**src/rtl/k12a_dma_arbiter.sv**
```systemverilog
// K12A memory-bus arbiter: shares address/data bus and ROM/RAM enables between
// the CPU control FSM and one byte-wide DMA/debug requester.
module k12a_dma_arbiter #(
  parameter int unsigned STARVE_LIMIT = 8
) (
  input  logic        clock,
  input  logic        reset_n,
  input  logic        cpu_mem_req,
  input  logic        cpu_halted,
  input  logic        dma_req,
  input  logic        dma_we,
  input  logic [15:0] dma_addr,
  input  logic [7:0]  dma_wdata,
  input  logic [7:0]  data_bus_in,
  output logic        dma_ack,
  output logic [7:0]  dma_rdata,
  output logic        cpu_hold,
  output logic        bus_sel_dma,
  output logic [15:0] dma_addr_bus,
  output logic [7:0]  dma_data_bus,
  output logic        dma_mem_enable,
  output logic        dma_mem_write,
  output logic        dma_async_write
);

  localparam int unsigned CNT_W = (STARVE_LIMIT == 0) ? 1 : $clog2(STARVE_LIMIT + 1);
  localparam logic [CNT_W-1:0] CNT_MAX = CNT_W'(STARVE_LIMIT);

  typedef enum logic [2:0] {
    IDLE,
    READ,
    WR_SETUP,
    WR_STROBE,
    ACK
  } state_t;

  state_t           state;
  state_t           state_nx;
  logic [CNT_W-1:0] starve_cnt;
  logic [15:0]      addr_q;
  logic [7:0]       wdata_q;
  logic [7:0]       rdata_q;
  logic             we_q;
  logic             async_wr_q;
  logic             grant;

  assign grant = (state == IDLE) && dma_req &&
                 (!cpu_mem_req || cpu_halted || (starve_cnt == CNT_MAX));

  always_ff @(posedge clock or negedge reset_n) begin
    if (!reset_n) begin
      state <= IDLE;
    end else begin
      state <= state_nx;
    end
  end

  always_ff @(posedge clock or negedge reset_n) begin
    if (!reset_n) begin
      starve_cnt <= '0;
      addr_q     <= '0;
      wdata_q    <= '0;
      we_q       <= 1'b0;
      rdata_q    <= '0;
      async_wr_q <= 1'b0;
    end else begin
      if (grant) begin
        addr_q     <= dma_addr;
        wdata_q    <= dma_wdata;
        we_q       <= dma_we;
        starve_cnt <= '0;
      end else if ((state == IDLE) && dma_req && (starve_cnt != CNT_MAX)) begin
        starve_cnt <= starve_cnt + CNT_W'(1);
      end
      if (state == READ) begin
        rdata_q <= data_bus_in;
      end
      // Strobe is a flop so WE sees a clean edge one full cycle after addr/data settle.
      async_wr_q <= (state_nx == WR_STROBE);
    end
  end

  always_comb begin
    state_nx       = state;
    dma_ack        = 1'b0;
    cpu_hold       = 1'b0;
    bus_sel_dma    = 1'b0;
    dma_addr_bus   = '0;
    dma_data_bus   = '0;
    dma_mem_enable = 1'b0;
    dma_mem_write  = 1'b0;
    unique case (state)
      IDLE: begin
        if (grant) begin
          state_nx = dma_we ? WR_SETUP : READ;
        end
      end
      READ: begin
        cpu_hold       = 1'b1;
        bus_sel_dma    = 1'b1;
        dma_addr_bus   = addr_q;
        dma_mem_enable = 1'b1;
        state_nx       = ACK;
      end
      WR_SETUP, WR_STROBE: begin
        cpu_hold       = 1'b1;
        bus_sel_dma    = 1'b1;
        dma_addr_bus   = addr_q;
        dma_data_bus   = wdata_q;
        dma_mem_enable = 1'b1;
        dma_mem_write  = we_q;
        state_nx       = (state == WR_SETUP) ? WR_STROBE : ACK;
      end
      ACK: begin
        dma_ack  = 1'b1;
        cpu_hold = 1'b1;
        state_nx = IDLE;
      end
      default: begin
        state_nx = IDLE;
      end
    endcase
  end

  assign dma_rdata       = rdata_q;
  assign dma_async_write = async_wr_q;

endmodule

```
**config.mk**
```make
export PLATFORM = sky130hd
export DESIGN_NAME = k12a_dma_arbiter
export DESIGN_NICKNAME = d
export VERILOG_FILES = /design/src/rtl/k12a_dma_arbiter.sv
export SDC_FILE = /design/constraint.sdc
export NUM_CORES = 1
export LEC_CHECK = 0
export ABC_AREA = 1
export ABC_CLOCK_PERIOD_IN_PS = 1300
export CELL_PAD_IN_SITES_DETAIL_PLACEMENT = 1
export CELL_PAD_IN_SITES_GLOBAL_PLACEMENT = 1
export CORE_MARGIN = 1
export CORE_UTILIZATION = 28
export DETAILED_ROUTE_END_ITERATION = 10
export GPL_ROUTABILITY_DRIVEN = 0
export GPL_TIMING_DRIVEN = 0
export PLACE_DENSITY = 0.74
export SLEW_MARGIN = 20
export SYNTH_ARGS = -nofsm -noshare
export SYNTH_HDL_FRONTEND = slang
export SYNTH_SLANG_ARGS = --single-unit
```
**constraint.sdc**
```tcl
create_clock -name clock -period 1.3 [get_ports clock]
set_input_delay 0.26 -clock clock [delete_from_list [all_inputs] [get_ports clock]]
set_output_delay 0.26 -clock clock [all_outputs]
set_load 0.05 [all_outputs]
```
==> impl_metrics.py <==
metrics = {
    "timing": {
        "final_period_minus_worst_setup_slack_ns": 1.72,
        "fin_crit_sh": 1.32,
        "finalClockSkew_ns": 0.00694,
        "hold_viol": 0,
        "fin_tns_setup_ns": -16.40,
        "slew_violations": 0,
        "setup_violations": 68,
        "slew_headroom": 0.636,
        "finalWorstSetupSlack_ns": -0.416,
        "fmax_mhz": 583,
        "tightest_slew_ns": 0.545,
        "rsz0062_at_grt": "true",
    },
    "die": {
        "initial_core_util": 0.290,
        "core_mm2": 0.00683,
        "die-area_mm2": 0.00743,
        "dieWidth_um": 86.2,
        "chipHeight_um": 86.2,
        "rows": 30,
        "pin_count": 76,
    },
    "detailed_routing": {
        "drc": 0,
        "vias": 2008,
        "post_drt_wl_per_cell_um": 15.5,
        "drt-initial-drc-count": 27,
        "vias_per_cell": 4.42,
        "final_antenna_net_count": 0,
        "wl_mm": 7.06,
        "firstDrtPassIters": 4,
    },
    "worst_setup_path": {
        "endpoint_kind": "output port",
        "critPathCapture": "cpu_hold",
        "r2r-end": "starve_cnt[3]",
        "crit_type": "register to output port",
        "crit_fanout": 7,
        "r2r_setup_slack_ns": -0.25,
        "crit_path_start": "state[0]",
        "reg2reg_depth": 9,
        "arrival_ns": 1.46,
        "r2r-start": "state[2]",
        "critPathRequiredTime_ns": 1.04,
        "startpoint_type": "register",
    },
    "clocking": {
        "clk_pin_slew_ns": 0.08,
        "clk-insertion-delay-late_ns": 0.29,
        "h-tree-depth": 2,
        "cts_sinks": 41,
        "cts_inserted_buffers": 5,
        "cts_tree": "built",
        "cts_buffer_depth": 2,
        "cts_root_buffer": "clkbuf_8",
    },
    "logic_synthesis": {
        "muxShareOfSynthArea": 0,
        "ys_types": 19,
        "synth_nets": 285,
        "ys_ff_latch": 41,
        "synth_flop_cell": "dfrtp_1",
        "synthXorXnorAreaFrac": 0.00441,
        "synth-adder-area-share": 0.0126,
        "synth_simple_gate_area_frac": 0.308,
        "async_flop_share": 1.00,
        "synth_compound_gate_area_share": 0.0328,
        "yosysWarnings": 0,
        "yosysSeqAreaShare": 0.517,
        "synthTopCellsByArea": "dfrtp_1 52%, nand2_1 9.8%, inv_1 7.8%, nand3_1 7.6%, nor2_1 5.7%",
        "synth_top_cell_area_share": 0.517,
        "syn_area_per_cell_um2": 8.10,
        "synth-edff-count": 0,
        "synth_top_area_cell": "dfrtp_1",
        "synth_top_family_by_area": "simple AND/OR/NAND/NOR gates",
        "syn_area_mm2": 0.00198,
        "netlist_instances": 245,
    },
    "global_routing": {
        "grt_pass1_wl_mm": 11.4,
        "grt_max_degree": 22,
        "grt_pass1_vias": 2222,
        "grt.total_usage": 0.204,
        "grt_overflow": 0,
        "antenna_found_initial": 0,
    },
    "worst_hold_path": {
        "min_path_type": "primary input to async pin",
    },
    "layout": {
        "fin_util": 0.586,
        "drive_above_1_share": 0.570,
        "multi_input_area_mm2": 0.00128,
        "n_fill_cell": 748,
        "regArea_mm2": 0.00103,
        "area_growth_pct": 102,
        "diodes": 0,
        "layout_commonest_cell": "dfrtp_1",
        "final_cell_mix": "40 x dfrtp_1, 38 x inv_1, 36 x clkdlybuf4s50_1",
        "final_nets": 397,
    },
    "status": {
        "status": "finished with violations",
        "violations": "setup timing",
    },
    "pwr": {
        "power.total_mw": 11.3,
        "max-vdd-ir-drop_mv": 1.71,
        "leakage_nw": 1.86,
        "power_density_mw_per_mm2": 2820,
    },
    "placement": {
        "portBuffers": 75,
        "dp_hpwl_mm": 4.04,
        "preCtsSetupSlack_ns": -0.867,
    },
    "flow_run": {
        "max_cap_viol_count": 0,
    },
}
[power by group]
group | internal, mW | total (mW) | switching (mW) | leakage [nW]
clock | 0.626 | 1.06 | 0.437 | 0.0585
combinational | 3.19 | 7.91 | 4.72 | 1.29
sequential | 1.86 | 2.34 | 0.482 | 0.515
[worst min-delay path by stage]
| stage | to | startpoint | slack, ns | depth (start not counted) |
|---|---|---|---|---|
| after floorplan | addr_q[0] | reset_n | -0.04 | 0 |
| after global placement | wdata_q[1] | wdata_q[1] | 0.45 | 2 |
| after detailed placement | dma_rdata[7] | reset_n | 0.28 | 1 |
| after CTS | wdata_q[2] | wdata_q[2] | 0.48 | 2 |
| after global routing | addr_q[1] | addr_q[1] | 0.52 | 2 |
| final | dma_rdata[2] | reset_n | 0.48 | 2 |
[repair_timing]
action / 4_1_cts / 5_1_grt
resized for setup: 323 / 82
hold buffers: 1 / 0
pin swaps: 29 / 16
setup endpoints to repair: 74 / 77
setup buffers: 19 / 6
gates cloned: 7 / 0
endpoints found under the hold margin: 20 / 0
[Yosys cell counts, types with 2 or more instances]
| master | count |
|---|---|
| nand3_1 | 30 |
| nand2_1 | 52 |
| buf_4 | 3 |
| buf_6 | 3 |
| nor2_1 | 30 |
| ha_1 | 2 |
| nand4_1 | 2 |
| nand2_2 | 13 |
| buf_2 | 4 |
| inv_2 | 4 |
| dfrtp_1 | 41 |
| inv_1 | 41 |
| o21ai_0 | 13 |
| nand2_4 | 2 |
[flip-flops by register name, indices dropped and copies added (netlist names)]
register,count
we_q,1
wdata_q,8
dma_rdata,8
dma_async_write,1
addr_q,16
state,3
starve_cnt,4
[critical path, cell delays in order (launching register included)]
cell and delay (ns):
dfrtp_1 0.41, nor2_2 0.14, inv_2 0.08, nand2_8 0.11
inv_4 0.05, or2_4 0.23, buf_8 0.15
[cell type report]
cell class | count | share of cell area
timing repair inverter | 1 | 0.00219
buffer | 10 | 0.0344
timing repair buffer | 104 | 0.283
clock inverter | 1 | 0.00750
sequential | 41 | 0.256
tap | 96 | 0.0300
inverter | 46 | 0.0456
multi-input combinational | 148 | 0.319
clock buffer | 7 | 0.0216
[routing by layer]
metal / track usage / part of all wire
met1: 0.230 / 0.38
met5: 0 / 0
met4: 0.0667 / 0.019
met2: 0.380 / 0.57
met3: 0.0429 / 0.039
[stage by stage]
step	instances	cell area [um^2]	hold WS, ns
global route	454	4010	0.518
CTS	452	3830	0.483
finish	454	4010	0.476
detailed placement	417	3050	0.283
floorplan	245	2160	-0.0356
global placement	416	3030	0.453
[kinds of logic after synthesis]
family / Yosys count
AOI/OAI and AO/OA: 13
and+or+nand+nor: 132
DFF: 41
adders and majority gates: 2
buffers and inverters: 56
xor gates and xnor gates: 1
Power figures use the tool's default switching activity.
